--- src/rtl/pusch_dr_pkg.sv ---
// pusch_dr_pkg: shared slot type, list depth and FSM states for the beam power ranker
package pusch_dr_pkg;
    localparam int TOPK = 16;
    localparam int PWR_W = 32;
    localparam int IDX_W = 8;
    localparam logic [IDX_W-1:0] EMPTY_IDX = '1;
    typedef struct packed {
        logic [PWR_W-1:0] pwr;
        logic [IDX_W-1:0] idx;
        logic vld;
    } beam_slot_t;
    localparam beam_slot_t EMPTY_SLOT = '0;
    typedef enum logic {IDLE, ACC} rank_state_t;
endpackage

--- src/rtl/beam_rank_cell.sv ---
// beam_rank_cell: one slot of the insertion list; keeps, takes the new sample, or shifts from above
module beam_rank_cell
    import pusch_dr_pkg::*;
(
    input  beam_slot_t own,
    input  beam_slot_t upper,
    input  beam_slot_t smp,
    input  logic       upper_ge,
    output beam_slot_t nxt,
    output logic       ge
);
    // >= keeps an earlier equal-power sample above the new one
    always_comb begin
        ge = own.vld && (own.pwr >= smp.pwr);
        nxt = ge ? own : upper_ge ? smp : upper;
    end
endmodule

--- src/rtl/beam_pwr_rank.sv ---
// beam_pwr_rank: streaming top-16 beam power ranker publishing one sorted snapshot per RBG
module beam_pwr_rank
    import pusch_dr_pkg::*;
#(
    parameter int PWR_WIDTH = PWR_W,
    parameter int IDX_WIDTH = IDX_W,
    parameter int CNT_WIDTH = 8
) (
    input  logic                                i_clk,
    input  logic                                i_reset,
    input  logic                                i_pwr_vld,
    input  logic                                i_pwr_sop,
    input  logic                                i_pwr_eop,
    input  logic [PWR_WIDTH-1:0]                i_pwr,
    input  logic [IDX_WIDTH-1:0]                i_pwr_idx,
    input  logic                                i_rbg_load,
    output logic [TOPK-1:0][PWR_WIDTH-1:0]      o_sort_pwr,
    output logic [TOPK-1:0][IDX_WIDTH-1:0]      o_sort_idx,
    output logic [4:0]                          o_sort_cnt,
    output logic                                o_sort_sop,
    output logic                                o_rbg_load,
    output logic                                o_err_sop
);
    rank_state_t state, state_nxt;
    logic vld, sop, eop, load, accept, snap, snap_load;
    logic [PWR_W-1:0] pwr;
    logic [IDX_W-1:0] idx;
    logic [CNT_WIDTH-1:0] cnt;
    logic [TOPK-1:0] ge, up_ge;
    beam_slot_t list [TOPK];
    beam_slot_t view [TOPK];
    beam_slot_t up [TOPK];
    beam_slot_t nxt [TOPK];
    beam_slot_t smp;

    // an sop beat sees an empty list so it clears and inserts in one update
    always_comb begin
        accept = vld && (sop || state == ACC);
        smp = '{pwr: pwr, idx: idx, vld: 1'b1};
        up_ge = {ge[TOPK-2:0], 1'b1};
        for (int i = 0; i < TOPK; i++) view[i] = sop ? EMPTY_SLOT : list[i];
        up[0] = EMPTY_SLOT;
        for (int i = 1; i < TOPK; i++) up[i] = view[i-1];
        state_nxt = (vld && sop) ? (eop ? IDLE : ACC) : (vld && eop) ? IDLE : state;
    end

    for (genvar g = 0; g < TOPK; g++) begin : g_cell
        beam_rank_cell u_cell (
            .own      (view[g]),
            .upper    (up[g]),
            .smp      (smp),
            .upper_ge (up_ge[g]),
            .nxt      (nxt[g]),
            .ge       (ge[g])
        );
    end

    always_ff @(posedge i_clk) begin
        if (i_reset) state <= IDLE;
        else state <= state_nxt;
    end

    always_ff @(posedge i_clk) begin
        if (i_reset) begin
            vld <= 1'b0;
            sop <= 1'b0;
            eop <= 1'b0;
            load <= 1'b0;
            pwr <= '0;
            idx <= '0;
            cnt <= '0;
            snap <= 1'b0;
            snap_load <= 1'b0;
            for (int i = 0; i < TOPK; i++) list[i] <= EMPTY_SLOT;
            o_sort_pwr <= '0;
            o_sort_idx <= '0;
            o_sort_cnt <= '0;
            o_sort_sop <= 1'b0;
            o_rbg_load <= 1'b0;
            o_err_sop <= 1'b0;
        end else begin
            vld <= i_pwr_vld;
            sop <= i_pwr_sop;
            eop <= i_pwr_eop;
            load <= i_rbg_load;
            pwr <= PWR_W'(i_pwr);
            idx <= IDX_W'(i_pwr_idx);
            o_err_sop <= vld && sop && state == ACC;
            snap <= accept && eop;
            snap_load <= load;
            o_sort_sop <= snap;
            o_rbg_load <= snap && snap_load;
            if (accept) begin
                list <= nxt;
                cnt <= sop ? CNT_WIDTH'(1) : (&cnt) ? cnt : cnt + 1'b1;
            end
            // list and cnt here are pre-update values, so a back-to-back sop cannot corrupt the snapshot
            if (snap) begin
                for (int i = 0; i < TOPK; i++) begin
                    o_sort_pwr[i] <= list[i].vld ? PWR_WIDTH'(list[i].pwr) : '0;
                    o_sort_idx[i] <= list[i].vld ? IDX_WIDTH'(list[i].idx) : IDX_WIDTH'(EMPTY_IDX);
                end
                o_sort_cnt <= (cnt >= CNT_WIDTH'(TOPK)) ? 5'(TOPK) : 5'(cnt);
            end
        end
    end
endmodule

--- config.mk ---
export PLATFORM = sky130hd
export DESIGN_NAME = beam_pwr_rank
export DESIGN_NICKNAME = d
export VERILOG_FILES = /design/src/rtl/pusch_dr_pkg.sv /design/src/rtl/beam_rank_cell.sv /design/src/rtl/beam_pwr_rank.sv
export SDC_FILE = /design/constraint.sdc
export NUM_CORES = 2
export LEC_CHECK = 0
export CAP_MARGIN = 25
export CORE_MARGIN = 2
export CORE_UTILIZATION = 40
export DETAILED_ROUTE_END_ITERATION = 6
export GPL_TIMING_DRIVEN = 0
export SKIP_LAST_GASP = 1
export SLEW_MARGIN = 20
export SYNTH_ARGS = -nofsm -noshare
export SYNTH_HDL_FRONTEND = slang
export SYNTH_HIERARCHICAL = 1
export SYNTH_SLANG_ARGS = --single-unit
--- constraint.sdc ---
create_clock -name i_clk -period 4.8 [get_ports i_clk]
set_input_delay 0.96 -clock i_clk [delete_from_list [all_inputs] [get_ports i_clk]]
set_output_delay 0.96 -clock i_clk [all_outputs]
set_load 0.03 [all_outputs]
==> results.json <==
{
  "dp_slack_ps": -1520,
  "post-route-util_pct": 48.6,
  "placedInstanceArea_um2": 93800,
  "clock_sinks": 1359,
  "grt_pass1_wl_um": 480000,
  "final-hold-violation-count": 0,
  "rows": 166,
  "syn-instance-count": 9717,
  "root_buffer": "clkbuf_16",
  "maxSlewHeadroom_pct": 22.7,
  "wl_per_cell_um": 25.0,
  "path_clk_slew_ps": 70,
  "die_w_um": 458,
  "seqCellArea_um2": 27300,
  "ant_nets": 0,
  "synth.avg_cell_area_um2": 8.50,
  "cts_buffer_depth": 3,
  "die_h_um": 458,
  "cap_violations": 0,
  "place.gp.congestion": 0.964,
  "start_util_pct": 40.3,
  "fp.coreArea_um2": 205000,
  "area.growth.synth_to_final_pct": 20.6,
  "fmax_ghz": 0.212,
  "dr_total_vias": 73500,
  "num_io_pins": 694,
  "fin_crit_sh_pct": 98.1,
  "rsz0062_at_grt": "yes",
  "drt_wl_total_um": 338000,
  "drive_gt1_share_pct": 19.1,
  "grt_max_degree": 33,
  "ctsHoldBuffers": 0,
  "h-tree-depth": 4,
  "num-fill-cells": 19500,
  "fin_skew_ps": 40.3,
  "fin_crit_ps": 4710,
  "grt_usage_pct": 30.8,
  "die_area_um2": 210000,
  "drc": 0,
  "outcome": "completed",
  "tightest_slew_ps": 1160,
  "crit_arrival_ps": 5400,
  "cellPowerDensity_nw_per_um2": 260,
  "grt_overflow_total": 0,
  "cp_max_fo": 10,
  "fin_ws_ps": 89.1,
  "end_kind": "register",
  "vdd_drop_max_v": 0.000376,
  "cts_tree": "yes",
  "setup_violations": 0,
  "netlist_area_um2": 82600,
  "grt_pass1_vias": 70600,
  "finish.net_count": 11200,
  "drv_slew": 0,
  "ys_warn_count": 6,
  "path_class": "register to register",
  "min_path_type": "register to register",
  "clk-insertion-delay-late_ps": 850,
  "crit_path_start_kind": "register",
  "multi_input_area_um2": 50400,
  "io_buffers": 692,
  "drtIter0Drc": 6431,
  "dp_hpwl_um": 258000,
  "numCtsBuffers": 159,
  "worst_ep_required_time_ps": 5490,
  "post_drt_via_cell_ratio": 5.45,
  "fin_area_um2": 99700,
  "grt_antenna_before_repair": 9,
  "leakagePower_nw": 42.7,
  "drt_pass1_iterations": 6
}
-- metal layers --
layer  global-route usage [%]  wire, um
met1                     38.7    140000
met2                     49.3    153000
met3                     3.77     19400
met4                     20.8     25200
met5                        0        13
-- final cells by class --
| type | count | area share, % |
|---|---|---|
| multi-input combinational | 7205 | 50.6 |
| sequential | 1359 | 27.4 |
| timing repair buffer | 742 | 7.67 |
| clock buffer | 225 | 4.61 |
| buffer | 645 | 3.42 |
| tap | 2688 | 3.37 |
| inverter | 553 | 2.10 |
| clock inverter | 62 | 0.804 |
| antenna | 11 | 0.0276 |
-- worst paths after layout --
path	startpoint	to	slack, ps	cells past startpoint
worst min register to register	load	snap_load	430	1
worst max register to register	sop	list[130]	90	18
worst max-delay path	sop	list[130]	90	18
worst min-delay path	load	snap_load	430	1
-- metrics by stage --
| step | TNS (ps) | hold WS (ps) | power [W] | cells |
|---|---|---|---|---|
| 6_report | 0 | 434 | 0.0259 | 13500 |
| 5_1_grt | -90.9 | 451 | 0.0266 | 13500 |
| 4_1_cts | 0 | 439 | 0.0260 | 13500 |
| 3_5_place_dp | -570390 | 414 | 0.0133 | 13200 |
| 3_3_place_gp | -693080 | 416 | 0.0133 | 13200 |
| 2_1_floorplan | 0 | 406 | 0.0125 | 9773 |
-- report_power, final --
group | switching, W | internal, W
clock network | 0.00533 | 0.00745
logic | 0.00108 | 0.000466
registers | 0.000254 | 0.0113
-- state kept, by name, summed over array words and instances, names as in the netlist, 5 cells and up --
signal      flops
cnt             8
idx             8
list          656
o_sort_cnt      5
o_sort_idx    128
o_sort_pwr    512
pwr            32
-- what timing repair did --
action                                  CTS  global route
resized for setup                       142            68
buffers inserted                          1            22
pin swaps                                 5             7
endpoints found under the setup margin  615           571
-- critical path, cell delays in order, from the launching register on --
cell        delay, ps
dfxtp_1           300
buf_4             190
buf_6             190
clkbuf_8          210
clkbuf_2          230
nor2b_1           480
ha_1              240
and4_4            240
o211ai_1           80
or4_1             550
o2111ai_2         180
a41oi_4           200
buf_6             210
clkinvlp_4        160
clkbuf_4          290
mux2_2            370
mux2_4            270
nand2_1            60
a21oi_1            80
-- placed cells by master, fill, tap and decap left out, drive strengths merged, types with 48 or more instances in the layout --
cell type         n
nor2b          1218
conb             58
a21oi          1350
inv             559
mux2           1248
ha              514
buf             323
mux2i            48
clkbuf          597
nor2            712
o22ai           139
o21ai           100
nand2          1474
dfxtp          1359
clkdlybuf4s50   692
Note: power is estimated with default switching activity, not from simulation.
